[config.mk]
export PLATFORM = sky130hd
export DESIGN_NAME = spi_slave_param
export DESIGN_NICKNAME = d
export VERILOG_FILES = /design/src/rtl/spi_slave_pkg.sv /design/src/rtl/spi_tx_shifter.sv /design/src/rtl/spi_slave_param.sv
export SDC_FILE = /design/constraint.sdc
export NUM_CORES = 1
export LEC_CHECK = 0
export ABC_AREA = 1
export BUFFER_PORTS_ARGS = -buffer_cell sky130_fd_sc_hd__buf_4
export CAP_MARGIN = 20
export CORE_MARGIN = 2
export CORE_UTILIZATION = 57
export CTS_CLUSTER_DIAMETER = 100
export DETAILED_ROUTE_END_ITERATION = 16
export PLACE_DENSITY = 0.84
export SLEW_MARGIN = 5
export SYNTH_ARGS = -nofsm -noshare
export SYNTH_HDL_FRONTEND = slang
export SYNTH_HIERARCHICAL = 1
export SYNTH_SLANG_ARGS = --single-unit
export TNS_END_PERCENT = 20
[constraint.sdc]
create_clock -name clk -period 2.3 [get_ports clk]
set_input_delay 0.345 -clock clk [delete_from_list [all_inputs] [get_ports clk]]
set_output_delay 0.345 -clock clk [all_outputs]
set_load 0.1 [all_outputs]
[src/rtl/spi_slave_pkg.sv]
// Shared definitions for the parametrised SPI slave front-end.
//   - command encodings carried in the top two bits of every frame
//   - FSM state encoding
//   - bit_rev(): reverses the low w bits of a value (used for LSB-first frames)
package spi_slave_pkg;

  localparam logic [1:0] CMD_WR_ADDR = 2'b00;
  localparam logic [1:0] CMD_WR_DATA = 2'b01;
  localparam logic [1:0] CMD_RD_ADDR = 2'b10;
  localparam logic [1:0] CMD_RD_DATA = 2'b11;

  typedef enum logic [2:0] {
    ST_IDLE,
    ST_RX,
    ST_TX_WAIT,
    ST_TX,
    ST_HOLD
  } state_e;

  localparam int REV_MAX_W = 64;

  // Reverse the whole 64-bit word, then shift the reversed low field back down.
  function automatic logic [REV_MAX_W-1:0] bit_rev(input logic [REV_MAX_W-1:0] v, input int w);
    logic [REV_MAX_W-1:0] r;
    for (int i = 0; i < REV_MAX_W; i++) begin
      r[i] = v[REV_MAX_W-1-i];
    end
    return r >> (REV_MAX_W - w);
  endfunction

endpackage

[src/rtl/spi_tx_shifter.sv]
// Read-response serialiser.
//   clk, rst : system clock, async active-high reset
//   load     : capture data into the shift register and restart the bit count
//   data     : parallel response word
//   enable   : drive the next bit onto miso this cycle
//   abort    : drop the transfer, force miso low
//   miso     : registered serial output, 0 whenever not shifting
//   last     : all TX_W bits have been driven
module spi_tx_shifter
  import spi_slave_pkg::*;
#(
  parameter int TX_W      = 8,
  parameter bit MSB_FIRST = 1'b1
) (
  input  logic            clk,
  input  logic            rst,
  input  logic            load,
  input  logic [TX_W-1:0] data,
  input  logic            enable,
  input  logic            abort,
  output logic            miso,
  output logic            last
);

  localparam int CNT_W = $clog2(TX_W + 1);

  logic [TX_W-1:0]  shreg_q, shreg_d;
  logic [CNT_W-1:0] cnt_q, cnt_d;
  logic             miso_q, miso_d;

  assign last = (cnt_q == CNT_W'(TX_W));
  assign miso = miso_q;

  always_comb begin
    shreg_d = shreg_q;
    cnt_d   = cnt_q;
    miso_d  = 1'b0;
    if (abort) begin
      shreg_d = '0;
      cnt_d   = '0;
    end else if (load) begin
      shreg_d = data;
      cnt_d   = '0;
    end else if (enable && !last) begin
      if (MSB_FIRST) begin
        miso_d  = shreg_q[TX_W-1];
        shreg_d = shreg_q << 1;
      end else begin
        miso_d  = shreg_q[0];
        shreg_d = shreg_q >> 1;
      end
      cnt_d = cnt_q + CNT_W'(1);
    end
  end

  always_ff @(posedge clk or posedge rst) begin
    if (rst) begin
      shreg_q <= '0;
      cnt_q   <= '0;
      miso_q  <= 1'b0;
    end else begin
      shreg_q <= shreg_d;
      cnt_q   <= cnt_d;
      miso_q  <= miso_d;
    end
  end

endmodule

[src/rtl/spi_slave_param.sv]
// Parametrised SPI slave: deserialises {cmd[1:0], payload} frames from MOSI,
// strobes them out on rx_valid, and serialises read responses onto MISO.
//   clk, rst      : system/SPI bit clock, async active-high reset
//   SS_n, MOSI    : slave select (active low), serial data in
//   MISO          : registered serial data out
//   rx_data       : last accepted frame {cmd, payload}; rx_valid strobes it
//   tx_data       : read response word, taken when tx_valid in TX_WAIT
//   tx_done       : pulse after the last MISO bit
//   frame_err     : pulse when SS_n rises mid-frame
//   rd_err        : pulse when RD_DATA arrives without a preceding RD_ADDR
//   busy          : high in every state except IDLE
//
// state   | meaning
// IDLE    | waiting for SS_n low; first edge with SS_n low samples bit 0
// RX      | shifting in frame bits; decodes once FRAME_W bits are held
// TX_WAIT | RD_DATA accepted, waiting for tx_valid
// TX      | shifting the response out on MISO
// HOLD    | frame finished, ignoring MOSI until SS_n rises
module spi_slave_param
  import spi_slave_pkg::*;
#(
  parameter int PAYLOAD_W = 8,
  parameter int TX_W      = 8,
  parameter bit MSB_FIRST = 1'b1
) (
  input  logic                 clk,
  input  logic                 rst,
  input  logic                 SS_n,
  input  logic                 MOSI,
  output logic                 MISO,
  output logic [PAYLOAD_W+1:0] rx_data,
  output logic                 rx_valid,
  input  logic [TX_W-1:0]      tx_data,
  input  logic                 tx_valid,
  output logic                 tx_done,
  output logic                 frame_err,
  output logic                 rd_err,
  output logic                 busy
);

  localparam int FRAME_W = PAYLOAD_W + 2;
  localparam int CNT_W   = $clog2(FRAME_W + 1);

  state_e             state_q, state_d;
  logic [CNT_W-1:0]   bit_cnt_q, bit_cnt_d;
  logic [FRAME_W-1:0] shift_q, shift_d;
  logic [FRAME_W-1:0] rx_data_q, rx_data_d;
  logic               rx_valid_q, rx_valid_d;
  logic               tx_done_q, tx_done_d;
  logic               frame_err_q, frame_err_d;
  logic               rd_err_q, rd_err_d;
  logic               rd_armed_q, rd_armed_d;
  logic               busy_q, busy_d;

  logic               tx_load, tx_en, tx_abort, tx_last;
  logic [FRAME_W-1:0] frame_dec;
  logic [1:0]         cmd;

  // The first received bit always lands in the MSB of shift_q; LSB-first frames
  // therefore come out mirrored and are flipped back before decode.
  assign frame_dec = MSB_FIRST ? shift_q
                               : FRAME_W'(bit_rev(REV_MAX_W'(shift_q), FRAME_W));
  assign cmd       = frame_dec[FRAME_W-1 -: 2];

  always_comb begin
    state_d     = state_q;
    bit_cnt_d   = bit_cnt_q;
    shift_d     = shift_q;
    rx_data_d   = rx_data_q;
    rx_valid_d  = 1'b0;
    tx_done_d   = 1'b0;
    frame_err_d = 1'b0;
    rd_err_d    = 1'b0;
    rd_armed_d  = rd_armed_q;
    tx_load     = 1'b0;
    tx_en       = 1'b0;
    tx_abort    = 1'b0;

    case (state_q)
      ST_IDLE: begin
        if (!SS_n) begin
          shift_d   = {shift_q[FRAME_W-2:0], MOSI};
          bit_cnt_d = CNT_W'(1);
          state_d   = ST_RX;
        end
      end
      ST_RX: begin
        if (bit_cnt_q == CNT_W'(FRAME_W)) begin
          // Full frame held: accepted even if SS_n rises on this edge.
          case (cmd)
            CMD_WR_ADDR, CMD_WR_DATA: begin
              rx_data_d  = frame_dec;
              rx_valid_d = 1'b1;
              state_d    = ST_HOLD;
            end
            CMD_RD_ADDR: begin
              rx_data_d  = frame_dec;
              rx_valid_d = 1'b1;
              rd_armed_d = 1'b1;
              state_d    = ST_HOLD;
            end
            CMD_RD_DATA: begin
              if (rd_armed_q) begin
                rx_data_d  = frame_dec;
                rx_valid_d = 1'b1;
                state_d    = ST_TX_WAIT;
              end else begin
                rd_err_d = 1'b1;
                state_d  = ST_HOLD;
              end
            end
          endcase
          if (SS_n) state_d = ST_IDLE;
        end else if (SS_n) begin
          frame_err_d = 1'b1;
          state_d     = ST_IDLE;
        end else begin
          shift_d   = {shift_q[FRAME_W-2:0], MOSI};
          bit_cnt_d = bit_cnt_q + CNT_W'(1);
        end
      end
      ST_TX_WAIT: begin
        if (SS_n) begin
          tx_abort   = 1'b1;
          rd_armed_d = 1'b0;
          state_d    = ST_IDLE;
        end else if (tx_valid) begin
          tx_load = 1'b1;
          state_d = ST_TX;
        end
      end
      ST_TX: begin
        if (SS_n) begin
          tx_abort   = 1'b1;
          rd_armed_d = 1'b0;
          state_d    = ST_IDLE;
        end else if (tx_last) begin
          tx_done_d  = 1'b1;
          rd_armed_d = 1'b0;
          state_d    = ST_HOLD;
        end else begin
          tx_en = 1'b1;
        end
      end
      ST_HOLD: begin
        if (SS_n) state_d = ST_IDLE;
      end
      default: state_d = ST_IDLE;
    endcase

    busy_d = (state_d != ST_IDLE);
  end

  always_ff @(posedge clk or posedge rst) begin
    if (rst) begin
      state_q     <= ST_IDLE;
      bit_cnt_q   <= '0;
      shift_q     <= '0;
      rx_data_q   <= '0;
      rx_valid_q  <= 1'b0;
      tx_done_q   <= 1'b0;
      frame_err_q <= 1'b0;
      rd_err_q    <= 1'b0;
      rd_armed_q  <= 1'b0;
      busy_q      <= 1'b0;
    end else begin
      state_q     <= state_d;
      bit_cnt_q   <= bit_cnt_d;
      shift_q     <= shift_d;
      rx_data_q   <= rx_data_d;
      rx_valid_q  <= rx_valid_d;
      tx_done_q   <= tx_done_d;
      frame_err_q <= frame_err_d;
      rd_err_q    <= rd_err_d;
      rd_armed_q  <= rd_armed_d;
      busy_q      <= busy_d;
    end
  end

  spi_tx_shifter #(
    .TX_W      (TX_W),
    .MSB_FIRST (MSB_FIRST)
  ) u_tx (
    .clk    (clk),
    .rst    (rst),
    .load   (tx_load),
    .data   (tx_data),
    .enable (tx_en),
    .abort  (tx_abort),
    .miso   (MISO),
    .last   (tx_last)
  );

  assign rx_data   = rx_data_q;
  assign rx_valid  = rx_valid_q;
  assign tx_done   = tx_done_q;
  assign frame_err = frame_err_q;
  assign rd_err    = rd_err_q;
  assign busy      = busy_q;

endmodule

# --- Word-level counts from Yosys, hierarchy flattened ---
# Index checks and enable logic that the tools add are counted.
classes:
  eq_ne: 17
  n_addsub: 2
  reduce_logical: 14
  mux: 56
ops:
  columns: ["cell", "count"]
  rows:
  - ["$pmux W10 S2", 2]
  - ["$mux W10", 3]
  - ["$mux W1", 28]
  - ["$mux W3", 9]
  - ["$mux W4", 6]
  - ["$mux W8", 3]
  - ["$pmux W3 S5", 1]
  - ["$ne A2 B2 Y1 const B", 6]
  - ["$reduce_bool A3 Y1", 3]
  - ["$add A4 B1 Y4 const B", 2]
  - ["$eq A4 B4 Y1 const B", 2]
  - ["$pmux W4 S2", 1]
  - ["$eq A3 B2 Y1 const B", 2]
  - ["$pmux W3 S2", 1]
  - ["$reduce_and A5 Y1", 1]
  - ["$eq A2 B2 Y1 const B", 2]
  - ["$reduce_and A4 Y1", 1]
  - ["$eq A3 B1 Y1 const B", 1]
  - ["$eq A3 B3 Y1 const B", 1]
  - ["$logic_not A3 Y1", 1]
  - ["$ne A3 B2 Y1 const B", 1]
  - ["$pmux W1 S3", 1]
  - ["$reduce_and A3 Y1", 1]
  - ["$reduce_or A3 Y1", 1]
  - ["other kinds (9)", 9]
totals:
  regBits: 46
  word_cells: 102
  output_inout_bits: 16

# --- Logic depth before layout (Yosys ltp) ---
# Gate-level depths: netlist (run 1).
depth:
  depth_word: 8
  ltp_mapped: 11
  ltp_nobuf: 11

# --- By module ---
# The synthesis (run 1) kept the hierarchy.
by_module_without_submodules:
  columns: ["module", "cells_each", "area_each_um2", "n_inst"]
  rows:
  - ["spi_slave_param", 177, 1510.2, 1]
  - ["spi_tx_shifter", 94, 724.4, 1]

# --- Worst setup path after synthesis (run 1) ---
# Ideal clock, no wire load.
synth_path:
  path_kind: "flip-flop to flip-flop"
  startpoint: "reg u_tx.cnt_q[0]"
  endpoint: "reg u_tx.cnt_q[3]"
  slack_ns: 0.674
  arrival_ns: 1.508
  path_stages_with_launch: 11
  setup_time_ns: 0.118
  path_cell_list: "dfrtp_1 -> inv_1 -> ha_1 -> nand3_4 -> inv_1 -> inv_1 -> nand2_1 -> nor2_2 -> nand4_1 -> o21bai_1 -> nor2_1"
synth_between:
  elab_chain_len: 6
  elab_cells_between_ends: 11
  classes_between: "add/sub (1); eq/ne (1); mux (6); reduce/logical (3)"
synth_lines:
  columns: ["element", "line_no", "rtl"]
  rows:
  - ["start: declaration", "spi_tx_shifter.sv:28", "logic [CNT_W-1:0] cnt_q, cnt_d;"]
  - ["start signal: assignment", "spi_tx_shifter.sv:63", "cnt_q <= cnt_d;"]
  - ["$eq A4 B4 Y1", "spi_tx_shifter.sv:31", "assign last = (cnt_q == CNT_W'(TX_W));"]
  - ["via tx_last", "spi_slave_param.sv:55", "logic tx_load, tx_en, tx_abort, tx_last;"]
  - ["$mux W1", "spi_slave_param.sv:137", "end else if (tx_last) begin"]
  - ["$mux W1", "spi_slave_param.sv:133", "if (SS_n) begin"]
  - ["$mux W1", "spi_slave_param.sv:79", "case (state_q)"]
  - ["via tx_en", "spi_slave_param.sv:55", null]
  - ["$logic_and A1 B1 Y1", "spi_tx_shifter.sv:44", "end else if (enable && !last) begin"]
  - ["$reduce_bool A3 Y1 (no source line)", null, null]
# The timed path passes the listed nets, and every way through them passes these cells. The select of a mux whose other input is x is not followed.
# A chain may end at the register's enable or synchronous reset.

# --- Final worst setup path (run 1) ---
layout_path:
  startpoint: "reg u_tx.cnt_q[0]"
  endpoint: "reg u_tx.shreg_q[4]"
layout_between:
  elab_chain_len: 6
  elab_cells_between_ends: 7
  classes_between: "eq/ne (1); mux (3); reduce/logical (3)"
layout_lines:
  columns: ["element", "line_no", "rtl"]
  rows:
  - ["$eq A4 B4 Y1", "spi_tx_shifter.sv:31", null]
  - ["via tx_last", "spi_slave_param.sv:55", null]
  - ["$mux W1", "spi_slave_param.sv:137", null]
  - ["$mux W1", "spi_slave_param.sv:133", null]
  - ["$mux W1", "spi_slave_param.sv:79", null]
  - ["via tx_en", "spi_slave_param.sv:55", null]
  - ["$logic_and A1 B1 Y1", "spi_tx_shifter.sv:44", null]
  - ["$reduce_bool A3 Y1 (no source line)", null, null]
  - ["end signal: assignment", "spi_tx_shifter.sv:62", "shreg_q <= shreg_d;"]
  - ["end: declaration", "spi_tx_shifter.sv:27", "logic [TX_W-1:0] shreg_q, shreg_d;"]
# The timed path passes the listed nets, and every way through them passes these cells.

==> results of run 1 <==
## sequential cells by signal, summed over array words and instances (netlist names), 3 cells and up
register	count
frame_dec	10
rx_data	10
u_tx/shreg_q	8
bit_cnt_q	4
u_tx/cnt_q	4
state_q	3
## final timing paths
kind                                   end  cells after the start           from  slack [ns]
max                        u_tx/shreg_q[4]                     11  u_tx/cnt_q[0]        0.40
min                        u_tx/shreg_q[4]                      2            rst        0.07
max reg2reg                u_tx/shreg_q[4]                     11  u_tx/cnt_q[0]        0.40
min reg2reg                     rx_data[6]                      2     rx_data[6]        0.49
max in group asynchronous       state_q[0]                      3            rst        1.86
min in group clk           u_tx/shreg_q[0]                      3     tx_data[0]        0.25
## critical path, cell delays in order (launching register included)
cell	delay (ns)
sky130_fd_sc_hd__dfrtp_1	0.39
sky130_fd_sc_hd__inv_1	0.07
sky130_fd_sc_hd__ha_1	0.23
sky130_fd_sc_hd__nand3_4	0.12
sky130_fd_sc_hd__inv_1	0.06
sky130_fd_sc_hd__inv_1	0.07
sky130_fd_sc_hd__nand2_1	0.06
sky130_fd_sc_hd__nor2_2	0.32
sky130_fd_sc_hd__nand2_4	0.16
sky130_fd_sc_hd__nand2_1	0.22
sky130_fd_sc_hd__nand2_1	0.08
sky130_fd_sc_hd__nand2_1	0.06
## power groups by stage
| stage | clock network (mW) | registers [mW] | logic, mW |
|---|---|---|---|
| 2_1_floorplan | 0 | 0.969 | 0.126 |
| 3_3_place_gp | 0 | 0.918 | 0.234 |
| 3_5_place_dp | 0 | 0.920 | 0.243 |
| 4_1_cts | 0.526 | 0.905 | 0.245 |
| 5_1_grt | 0.565 | 0.913 | 0.275 |
| 6_report | 0.516 | 0.904 | 0.242 |
## kinds of logic after synthesis
| group | Yosys count | share of synthesized area [%] |
|---|---|---|
| adder cells (fa/ha/maj) | 4 | 2.24 |
| flip-flops | 46 | 51.5 |
| buffers and inverters | 43 | 9.13 |
| AND/OR/NAND/NOR | 149 | 29.3 |
| AO/OA/AOI/OAI | 28 | 7.45 |
| XOR/XNOR | 1 | 0.392 |
## through the flow
step | hold WS, ns | utilization (%) | setup WS (ns) | cells | instance area (sq um)
after global placement | 0.401 | 66.2 | 0.519 | 343 | 2460
after floorplan | 0.222 | - | 0.674 | 271 | 2230
after detailed placement | 0.405 | 66.2 | 0.417 | 343 | 2460
after CTS | 0.0787 | 68.8 | 0.411 | 351 | 2550
final | 0.0706 | 68.8 | 0.396 | 351 | 2550
after global routing | 0.111 | 68.8 | 0.218 | 351 | 2550
## layer usage
layer  routed length, um  share of wire [%]
met1                1840                 46
met2                1950                 48
met3                 165                4.1
met4                  73                1.8
met5                   0                  0
## area by class of cell
cell class              instances  area, sq um
inverters                      37          144
multi-input cells             182          880
fillers                       295         1160
clock inverters                 1         8.76
well taps                      48         60.1
repair buffers                 30          225
flip-flops and latches         46         1150
clock buffers                   7         86.3
## synthesized netlist by cell type (2+ instances only)
| cell type | number |
|---|---|
| sky130_fd_sc_hd__o21bai_1 | 2 |
| sky130_fd_sc_hd__dfrtp_1 | 46 |
| sky130_fd_sc_hd__inv_2 | 5 |
| sky130_fd_sc_hd__o21ai_1 | 10 |
| sky130_fd_sc_hd__nand2_2 | 3 |
| sky130_fd_sc_hd__nor2_1 | 17 |
| sky130_fd_sc_hd__nand3_1 | 22 |
| sky130_fd_sc_hd__ha_1 | 4 |
| sky130_fd_sc_hd__buf_6 | 4 |
| sky130_fd_sc_hd__nand2_1 | 95 |
| sky130_fd_sc_hd__o21ai_2 | 3 |
| sky130_fd_sc_hd__buf_4 | 2 |
| sky130_fd_sc_hd__nor2_2 | 3 |
| sky130_fd_sc_hd__nor3_1 | 2 |
| sky130_fd_sc_hd__inv_1 | 31 |
| sky130_fd_sc_hd__o21ai_0 | 10 |
| sky130_fd_sc_hd__a21oi_2 | 2 |
| sky130_fd_sc_hd__nand3_4 | 2 |
| sky130_fd_sc_hd__nand4_1 | 3 |
==> reports/summary.log, run 1 <==
INFO  synth          yosysTopAreaCellShare=51.5%
INFO  setup_path     timing_worst_setup_path_type=reg -> reg
INFO  die            pin_count=29
INFO  drt            detail-route-antenna-nets=0
INFO  synth          number_of_synthesized_flops_with_an_enable_pin=0
INFO  timing         finalMaxSlewViolations=0
INFO  placed_design  globalplace.congestion=0.909
INFO  synth          sequential_fraction_of_the_synthesis_area=51.5%
INFO  synth          ys_dominant_reg_cell=sky130_fd_sc_hd__dfrtp_1
INFO  synth          postSynthCellCount=271
INFO  synth          ys_warn_count=6
INFO  clock_network  clkSinkCount=46
INFO  timing         fin_crit_sh=82.8%
INFO  timing         finClkSkew=0.00876ns
INFO  drt            route.vias.total=1776
INFO  synth          netlist-cell-type-count=24
INFO  clock_network  post_cts_setup_repair_buffer_count=0
INFO  synth          netlist_top_cells_area=sky130_fd_sc_hd__dfrtp_1 52%, sky130_fd_sc_hd__nand2_1 16%, sky130_fd_sc_hd__inv_1 5.2%
INFO  power          vdd.ir_drop.worst=0.582mV
INFO  cells_and_area mostFrequentLayoutCells=95 x sky130_fd_sc_hd__nand2_1, 46 x sky130_fd_sc_hd__dfrtp_1, 31 x sky130_fd_sc_hd__inv_1
INFO  clock_network  clock_insertion_delay_worst_skew=0.30ns
INFO  power          power.combinational.fraction=14.5%
INFO  clock_network  ctsRootBufferMaster=sky130_fd_sc_hd__clkbuf_8
INFO  power          power.static_leakage=1.40nW
INFO  global_routing grt.met1_usage=28.7%
INFO  synth          syn-cell-area=0.00223sqmm
INFO  timing         tightestPinTransition=0.492ns
INFO  cells_and_area final_common_cell=sky130_fd_sc_hd__nand2_1
INFO  synth          synth.ff_latch_count=46
INFO  setup_path     worst_ep_arrival_time=2.15ns
INFO  die            design.die.area=0.00444sqmm
INFO  die            std_cell_rows=22
INFO  synth          synth_nets=288
INFO  timing         setup_tns_final=0ns
INFO  worst_hold_path worstHoldPathType=in -> async
INFO  synth          postSynthAreaPerCell=8.25squm
INFO  power          p_per_area=650mW/mm^2
INFO  timing         rsz_0062_raised_after_global_routing=false
INFO  clock_network  clock_tree.htree_level_count=2
INFO  die            die_height=66.6um
INFO  drt            drt_pre_antenna_iters=5
INFO  global_routing grt.met3_usage=4.05%
INFO  clock_network  cts.repair.resized=0
INFO  global_routing first_pass_grt_wire_length=7260um
INFO  timing         setup_viol_count_final=0
INFO  setup_path     crit_path_end_kind=flop
INFO  power          power.switching=478uW
INFO  drt            routed_wire_length_per_instance=11.5um
INFO  drt            detailedRoute.firstIterationViolations=66
INFO  cells_and_area area_growth=14.3%
INFO  power          power.total=1.66mW
INFO  setup_path     crit_required=2.54ns
INFO  job            timing.max_cap.violations=0
INFO  drt            vias_per_cell=5.06
INFO  placed_design  port_buffers=28
INFO  setup_path     critical_path_start_type=flop
INFO  timing         max_slew_margin=67.1%
INFO  global_routing grt_max_degree=34
INFO  global_routing grt_pass1_vias=1692
INFO  power          p_clk_share=31.0%
INFO  clock_network  cts.reportedPaths.clkPinSlew=0.09ns
INFO  setup_path     crit_fanout=12
INFO  timing         hold_violations=0
INFO  synth          netlist.top_cell.by_area=sky130_fd_sc_hd__dfrtp_1
INFO  cells_and_area final_net_count=319
INFO  clock_network  clock_path_buffers=2
INFO  global_routing met2_usage=35.9%
INFO  placed_design  detailed_place_hpwl=2930um
INFO  global_routing antenna_found_initial=0
INFO  timing         fmaxAchievable=525MHz
INFO  clock_network  cts_tree=yes
INFO  global_routing grt_most_used_layer=met2
INFO  drt            detail_route.drc_violations=0
INFO  die            core_area=0.00372sqmm
INFO  run_status     outcome=finished clean
INFO  power          power_frac_seq=54.4%
INFO  die            initial_utilization=60.1%
INFO  cells_and_area insertedDiodeCount=0
INFO  timing         final_critical_path_required_period=1.90ns
INFO  synth          synth-async-reset-ratio=100%
INFO  clock_network  cts_made_buffers=5
INFO  power          internal-power=1.18mW
INFO  global_routing grt_overflow_total=0
INFO  cells_and_area drive_gt1_share=19.1%
INFO  drt            routed_wirelength=4040um
INFO  power          switching_share=28.7%
INFO  global_routing grt.total_usage=21.9%
INFO  die            chipWidth=66.6um
INFO  clock_network  cts.hold.buffers_added=0
No activity file was read; power rests on OpenSTA's default activity.
==> run 2: changes to the inputs <==
ABC_AREA = 0   (was 1)
CORE_UTILIZATION = 56   (was 57)
PLACE_DENSITY = 0.83   (was 0.84)
clock period = 1.8 ns   (was 2.3 ns; I/O delays follow)
==> reports/summary.log, run 2 <==
INFO  run_status     outcome=finished clean
INFO  timing         finClkSkew=0.0134ns [+0.00469 ns]
INFO  worst_hold_path startpoint_of_the_worst_hold_path=MOSI
INFO  timing         finalMaxSlewViolations=0 [unchanged]
INFO  setup_path     worstReg2RegStart=u_tx/cnt_q[1]
INFO  clock_network  clkSinkCount=46 [unchanged]
INFO  setup_path     crit_path_end_kind=flop
INFO  synth          synth_nets=208 [-28%]
INFO  drt            detail-route-antenna-nets=0 [unchanged]
INFO  clock_network  cts_made_buffers=5 [unchanged]
INFO  global_routing antenna_found_initial=0 [unchanged]
INFO  drt            detailedRoute.firstIterationViolations=109 [+65%]
INFO  die            design.die.area=0.00438sqmm [-1.2%]
INFO  timing         hold_violations=0 [unchanged]
INFO  clock_network  clock_insertion_delay_worst_skew=0.32ns [+0.02 ns]
INFO  drt            routed_wirelength=4230um [+4.9%]
INFO  cells_and_area area_growth=20.5%
INFO  clock_network  cts_tree=yes
INFO  timing         setup_viol_count_final=0 [unchanged]
INFO  synth          netlist_top_cells_area=sky130_fd_sc_hd__dfrtp_1 53%, sky130_fd_sc_hd__mux2_2 6.8%, sky130_fd_sc_hd__mux2_4 3.5%
INFO  setup_path     reg2reg_depth=8 [-3]
INFO  synth          netlist-cell-type-count=44 [+83%]
INFO  cells_and_area mostFrequentLayoutCells=46 x sky130_fd_sc_hd__dfrtp_1, 41 x sky130_fd_sc_hd__buf_4, 14 x sky130_fd_sc_hd__inv_1
INFO  die            pin_count=29 [unchanged]
INFO  die            initial_utilization=58.8% [-1.4 points]
INFO  setup_path     r2r_setup_slack=0.06ns [-0.33 ns]
INFO  drt            vias_per_cell=5.71 [+13%]
INFO  drt            drt_pre_antenna_iters=4 [-1]
INFO  clock_network  ctsRootBufferMaster=sky130_fd_sc_hd__clkbuf_8
INFO  timing         tightestPinTransition=0.501ns [+0.00840 ns]
INFO  global_routing grt_overflow_total=0 [unchanged]
INFO  worst_hold_path hold-path-endpoint=frame_dec[0]
INFO  power          vdd.ir_drop.worst=0.906mV [+56%]
INFO  placed_design  globalplace.congestion=0.799 [-12%]
INFO  synth          ys_top_cells_by_count=46 x sky130_fd_sc_hd__dfrtp_1, 17 x sky130_fd_sc_hd__inv_1, 13 x sky130_fd_sc_hd__mux2_2
INFO  worst_hold_path worst_hold_path.num_cells=2
INFO  cells_and_area utilization=70.8% [+2.0 points]
INFO  timing         fin_crit_sh=96.6% [+14 points]
INFO  placed_design  port_buffers=28 [unchanged]
INFO  timing         final_critical_path_required_period=1.74ns [-0.166 ns]
INFO  setup_path     worstReg2RegEnd=u_tx/cnt_q[2]
INFO  die            die_height=66.2um [-0.62%]
INFO  synth          sequential_fraction_of_the_synthesis_area=53.1% [+1.6 points]
INFO  timing         hold_slack=0.196ns [+0.126 ns]
INFO  global_routing grt_pass1_vias=1446 [-15%]
INFO  clock_network  cts.reportedPaths.clkPinSlew=0.09ns [about the same]
INFO  power          power.static_leakage=1.26nW [-10%]
INFO  setup_path     crit_required=2.04ns [-0.50 ns]
INFO  synth          postSynthCellCount=191 [-30%]
INFO  setup_path     crit_fanout=3 [-9]
INFO  synth          synth-async-reset-ratio=100% [unchanged]
INFO  global_routing grt.total_usage=21.5% [-0.41 points]
INFO  job            timing.max_cap.violations=0 [unchanged]
INFO  clock_network  clock_tree.htree_level_count=2 [unchanged]
INFO  cells_and_area final_net_count=246 [-23%]
INFO  cells_and_area finish.cell_count_without_fillers=278 [-21%]
INFO  power          p_per_area=928mW/mm^2 [+43%]
INFO  placed_design  placedCellCount=267 [-22%]
INFO  global_routing grt_max_degree=34 [unchanged]
INFO  die            core_area=0.00369sqmm [-0.74%]
INFO  die            std_cell_rows=22 [unchanged]
INFO  placed_design  detailed_place_hpwl=2820um [-3.7%]
INFO  timing         max_slew_margin=66.6% [-0.56 points]
INFO  synth          yosysTopAreaCellShare=53.1% [+1.6 points]
INFO  synth          syn-cell-area=0.00217sqmm [-3.0%]
INFO  synth          number_of_synthesized_flops_with_an_enable_pin=0 [unchanged]
INFO  drt            route.vias.total=1586 [-11%]
INFO  setup_path     worst_ep_arrival_time=1.98ns [-0.17 ns]
INFO  synth          ys_warn_count=6 [unchanged]
INFO  timing         rsz_0062_raised_after_global_routing=true
INFO  setup_path     timing_worst_setup_path_type=reg -> reg
INFO  setup_path     critical_path_start_type=flop
INFO  cells_and_area insertedDiodeCount=0 [unchanged]
INFO  drt            detail_route.drc_violations=0 [unchanged]
INFO  die            chipWidth=66.2um [-0.62%]
INFO  cells_and_area final_common_cell=sky130_fd_sc_hd__dfrtp_1
INFO  synth          postSynthAreaPerCell=11.3squm [+38%]
INFO  drt            routed_wire_length_per_instance=15.2um [+32%]
INFO  timing         fmaxAchievable=575MHz [+9.5%]
INFO  synth          ys_dominant_reg_cell=sky130_fd_sc_hd__dfrtp_1
INFO  cells_and_area drive_gt1_share=37.4% [+18 points]
INFO  global_routing first_pass_grt_wire_length=6900um [-4.9%]
INFO  synth          post-synth-top-count-cell=sky130_fd_sc_hd__dfrtp_1
INFO  synth          synth.ff_latch_count=46 [unchanged]
INFO  synth          netlist.top_cell.by_area=sky130_fd_sc_hd__dfrtp_1
INFO  worst_hold_path worstHoldPathType=in -> reg
INFO  clock_network  clock_path_buffers=2 [unchanged]
==> run 2: changes by cell type in the layout (fill, tap and decap cells not counted), sizes merged, moves of 7 or more <==
cell    delta
a31oi      +7
buf       +12
a221oi     +7
nand2     -91
nor2      -12
nand3     -20
inv       -18
mux2      +18
o21ai      -8
==> run 2: worst max-delay path, cell delays in order (launching register included) <==
cell and delay (ns):
sky130_fd_sc_hd__dfrtp_1 0.40, sky130_fd_sc_hd__inv_2 0.06, sky130_fd_sc_hd__ha_4 0.15, sky130_fd_sc_hd__nand3b_4 0.08, sky130_fd_sc_hd__inv_4 0.04, sky130_fd_sc_hd__nor3b_4 0.23, sky130_fd_sc_hd__inv_2 0.07, sky130_fd_sc_hd__or4_4 0.49
sky130_fd_sc_hd__a21oi_2 0.16
==> run 2: what timing repair did <==
item / CTS / global route
endpoints found under the setup margin: 2 / 12
resized for setup: 1 / 10
hold endpoints to repair: 13 / 0
setup buffers: 1 / 1
hold buffers: 1 / 0
pin swaps: 0 / 4
==> run 2: through the flow <==
stage	total power [mW]	instance area [sq um]	setup slack [ns]	setup TNS, ns
after floorplan	1.66	2180	-0.0181	-0.0181
after global placement	1.77	2460	0.0648	0
after detailed placement	1.79	2460	-0.0117	-0.0117
after CTS	2.44	2580	0.00252	0
after global routing	2.53	2610	-0.0267	-0.126
final	2.42	2610	0.0619	0
==> run 2: logic make-up after synthesis <==
logic type	share of synthesized area, %
flip-flops	53.1
adder cells (fa/ha/maj)	2.31
XOR/XNOR	0.404
AND/OR/NAND/NOR	12.9
AO/OA/AOI/OAI	13.3
buffers and inverters	7.33
multiplexers	10.7
==> run 2: worst max path at each step <==
stage,from,end,depth (start not counted)
6_report,u_tx/cnt_q[1],u_tx/cnt_q[2],8
5_1_grt,u_tx/cnt_q[1],u_tx/cnt_q[2],8
4_1_cts,bit_cnt_q[0],rd_armed_q,6
3_5_place_dp,u_tx/cnt_q[0],u_tx/cnt_q[2],8
3_3_place_gp,u_tx/cnt_q[0],u_tx/cnt_q[2],8
2_1_floorplan,u_tx/cnt_q[0],u_tx/cnt_q[2],9
==> run 2: final cells by class <==
| type | instances | area [sq um] |
|---|---|---|
| Sequential cell | 46 | 1150 |
| Fill cell | 278 | 1080 |
| Multi-Input combinational cell | 114 | 898 |
| Timing Repair Buffer | 43 | 338 |
| Inverter | 19 | 73.8 |
| Clock buffer | 5 | 68.8 |
| Tap cell | 48 | 60.1 |
| Clock inverter | 3 | 21.3 |
==> run 2: layer usage <==
| metal | vias up | wire length, um | track usage, % |
|---|---|---|---|
| met5 | - | 0 | 0 |
| met2 | 48 | 1980 | 32.0 |
| li1 | 753 | - | - |
| met1 | 779 | 1930 | 29.5 |
| met4 | 0 | 74 | 8.42 |
| met3 | 6 | 243 | 6.81 |
==> run 2: where the power goes <==
part           leakage, nW  switching, mW  internal, mW
combinational        0.613          0.313         0.200
clock               0.0441          0.365         0.273
sequential           0.603          0.114          1.16
==> run 3: changes to the inputs <==
CAP_MARGIN = default   (was 20)
PLACE_DENSITY = 0.87   (was 0.83)
==> reports/summary.log, run 3 (same netlist as run 2, synthesis figures left out) <==
INFO  clock_network  cts.reportedPaths.clkPinSlew=0.08ns [about the same]
INFO  cells_and_area final_net_count=250 [+1.6%]
INFO  setup_path     crit_path_end_kind=flop
INFO  global_routing grt_max_degree=34 [unchanged]
INFO  run_status     outcome=finished, violations left
INFO  setup_path     worstReg2RegStart=state_q[2]
INFO  setup_path     crit_chain=and3b_2 > nor3b_4 > inv_1 > or4_4 > a21oi_2
INFO  timing         finClkSkew=0.00869ns [-0.00476 ns]
INFO  drt            routed_wire_length_per_instance=16.0um [+4.9%]
INFO  setup_path     worst_ep_arrival_time=2.00ns [+0.02 ns]
INFO  power          power.combinational.fraction=20.4% [-0.8 points]
INFO  global_routing grt.total_usage=22.1% [+0.55 points]
INFO  drt            routed_wirelength=4510um [+6.4%]
INFO  die            chipWidth=66.2um [unchanged]
INFO  drt            drt_pre_antenna_iters=5 [+1]
INFO  global_routing antenna_found_initial=0 [unchanged]
INFO  die            pin_count=29 [unchanged]
INFO  timing         final_critical_path_required_period=1.77ns [+0.0349 ns]
INFO  timing         setup_viol_count_final=0 [unchanged]
INFO  cells_and_area insertedDiodeCount=0 [unchanged]
INFO  global_routing first_pass_grt_wire_length=7220um [+4.7%]
INFO  cells_and_area fillCellCount=265 [-4.7%]
INFO  clock_network  cts.hold.buffers_added=0 [-1]
INFO  clock_network  cts_made_buffers=5 [unchanged]
INFO  setup_path     reg2reg_depth=5 [-3]
INFO  timing         fmaxAchievable=564MHz [-2.0%]
INFO  timing         rsz_0062_raised_after_global_routing=true
INFO  setup_path     timing.critical_path.slowest_stage_cell=sky130_fd_sc_hd__or4_4
INFO  drt            vias_per_cell=5.79 [+1.5%]
INFO  drt            detail-route-antenna-nets=0 [unchanged]
INFO  worst_hold_path worstHoldPathType=in -> async
INFO  global_routing grt_pass1_vias=1533 [+6.0%]
INFO  drt            detailedRoute.firstIterationViolations=127 [+17%]
INFO  setup_path     crit_family=simple AND/OR/NAND/NOR gates
INFO  die            design.die.area=0.00438sqmm [unchanged]
INFO  cells_and_area drive_gt1_share=39.7% [+2.4 points]
INFO  die            std_cell_rows=22 [unchanged]
INFO  power          power_frac_seq=50.2% [-2.3 points]
INFO  setup_path     r2r_setup_slack=0.03ns [-0.03 ns]
INFO  cells_and_area finish.cell_count_without_fillers=282 [+1.4%]
INFO  run_status     violations=hold timing
INFO  clock_network  clock_path_buffers=2 [unchanged]
INFO  job            timing.max_cap.violations=0 [unchanged]
INFO  timing         hold_slack=-0.00878ns [-0.205 ns]
INFO  power          power.static_leakage=1.28nW [+1.8%]
INFO  drt            route.vias.total=1633 [+3.0%]
INFO  cells_and_area area_growth=23.7%
INFO  die            die_height=66.2um [unchanged]
INFO  global_routing grt_overflow_total=0 [unchanged]
INFO  power          p_per_area=945mW/mm^2 [+1.8%]
INFO  placed_design  detailed_place_hpwl=2950um [+4.5%]
INFO  clock_network  clock_insertion_delay_worst_skew=0.30ns [-0.02 ns]
INFO  placed_design  globalplace.congestion=0.805 [+0.70%]
INFO  placed_design  port_buffers=28 [unchanged]
INFO  cells_and_area final_common_cell=sky130_fd_sc_hd__buf_4
INFO  clock_network  cts_tree=yes
INFO  timing         finalMaxSlewViolations=0 [unchanged]
INFO  setup_path     crit_fanout=8 [+5]
INFO  setup_path     crit_start=state_q[2]
INFO  placed_design  placedCellCount=270 [+1.1%]
INFO  power          internal-power=1.78mW [+8.8%]
INFO  setup_path     crit_required=2.03ns [about the same]
INFO  timing         fin_crit_sh=98.5% [+1.9 points]
INFO  die            core_area=0.00369sqmm [unchanged]
INFO  timing         tightestPinTransition=0.480ns [-0.0211 ns]
INFO  setup_path     worstPathBufferInverterCount=1 [-2]
INFO  timing         hold_violations=4 [+4]
INFO  power          vdd.ir_drop.worst=0.795mV [-12%]
INFO  drt            detail_route.drc_violations=0 [unchanged]
INFO  timing         max_slew_margin=68.0% [+1.4 points]
INFO  cells_and_area mostFrequentLayoutCells=45 x sky130_fd_sc_hd__buf_4, 44 x sky130_fd_sc_hd__dfrtp_1, 17 x sky130_fd_sc_hd__inv_1
INFO  setup_path     critical_path_start_type=flop
INFO  power          switching_share=29.9% [-2.8 points]
INFO  clock_network  clkSinkCount=46 [unchanged]
INFO  setup_path     worstReg2RegEnd=u_tx/cnt_q[2]
INFO  die            initial_utilization=58.8% [unchanged]
INFO  setup_path     timing_worst_setup_path_type=reg -> reg
INFO  setup_path     max_stage_delay=0.49ns [about the same]
INFO  power          power.switching=758uW [-4.3%]
INFO  clock_network  ctsRootBufferMaster=sky130_fd_sc_hd__clkbuf_8
INFO  power          p_clk_share=29.4% [+3.1 points]
INFO  clock_network  clock_tree.htree_level_count=2 [unchanged]
run 3: cell types whose count changed in the layout (fill, tap and decap cells not counted), moves of 2 or more:
| cell | delta |
|---|---|
| sky130_fd_sc_hd__buf_4 | +4 |
| sky130_fd_sc_hd__inv_1 | +3 |
| sky130_fd_sc_hd__inv_2 | -3 |
| sky130_fd_sc_hd__dfrtp_1 | -2 |
| sky130_fd_sc_hd__dfrtp_2 | +2 |
run 3: final cells by class:
class | count | area, sq um | area share (%)
clock buffer | 6 | 72.6 | 2.71
clock inverter | 2 | 37.5 | 1.40
tap | 48 | 60.1 | 2.24
multi-input combinational | 114 | 913 | 34.1
timing repair buffer | 47 | 369 | 13.8
inverter | 19 | 73.8 | 2.75
sequential | 46 | 1150 | 43.0
run 3: per-layer routing:
layer	up-vias	global-route usage, %	wire length (um)
met3	12	5.28	232
met2	59	35.4	2230
met1	800	28.2	1940
li1	762	-	-
met4	0	10.2	98
met5	-	0	0
run 3: power groups by stage:
stage | Combinational, mW | Clock [mW] | Sequential (mW)
6_report | 0.518 | 0.745 | 1.27
5_1_grt | 0.550 | 0.810 | 1.29
4_1_cts | 0.513 | 0.755 | 1.27
2_1_floorplan | 0.225 | 0 | 1.44
3_5_place_dp | 0.511 | 0 | 1.29
3_3_place_gp | 0.495 | 0 | 1.28
run 3: what timing repair did:
item	4_1_cts	5_1_grt
gates resized for setup	1	13
cloned	0	1
pin swaps	0	2
setup buffers	0	3
endpoints found under the setup margin	1	18
run 3: stage by stage:
step / power, mW / TNS, ns / area (sq um) / util [%] / worst slack, ns
4_1_cts: 2.54 / 0 / 2600 / 70.5 / 0.00796
6_report: 2.53 / 0 / 2680 / 72.7 / 0.0270
5_1_grt: 2.65 / -0.0591 / 2680 / 72.7 / -0.0363
3_3_place_gp: 1.78 / 0 / 2480 / 67.4 / 0.0831
3_5_place_dp: 1.80 / -0.00285 / 2480 / 67.4 / -0.00285
2_1_floorplan: 1.66 / -0.0181 / 2180 / - / -0.0181
run 3: worst reg2reg max path, stage by stage, from the launching register on:
cell	delay [ns]
sky130_fd_sc_hd__dfrtp_2	0.46
sky130_fd_sc_hd__and3b_2	0.27
sky130_fd_sc_hd__nor3b_4	0.27
sky130_fd_sc_hd__inv_1	0.10
sky130_fd_sc_hd__or4_4	0.49
sky130_fd_sc_hd__a21oi_2	0.12
run 3: worst max path at each step:
stage	endpoint	slack, ns	cells past startpoint
after floorplan	u_tx/cnt_q[2]	-0.02	9
after global placement	rx_data[2]	0.08	5
after detailed placement	u_tx/cnt_q[2]	-0.003	8
after CTS	u_tx/cnt_q[2]	0.008	8
after global routing	u_tx/cnt_q[2]	-0.04	8
final	u_tx/cnt_q[2]	0.03	5
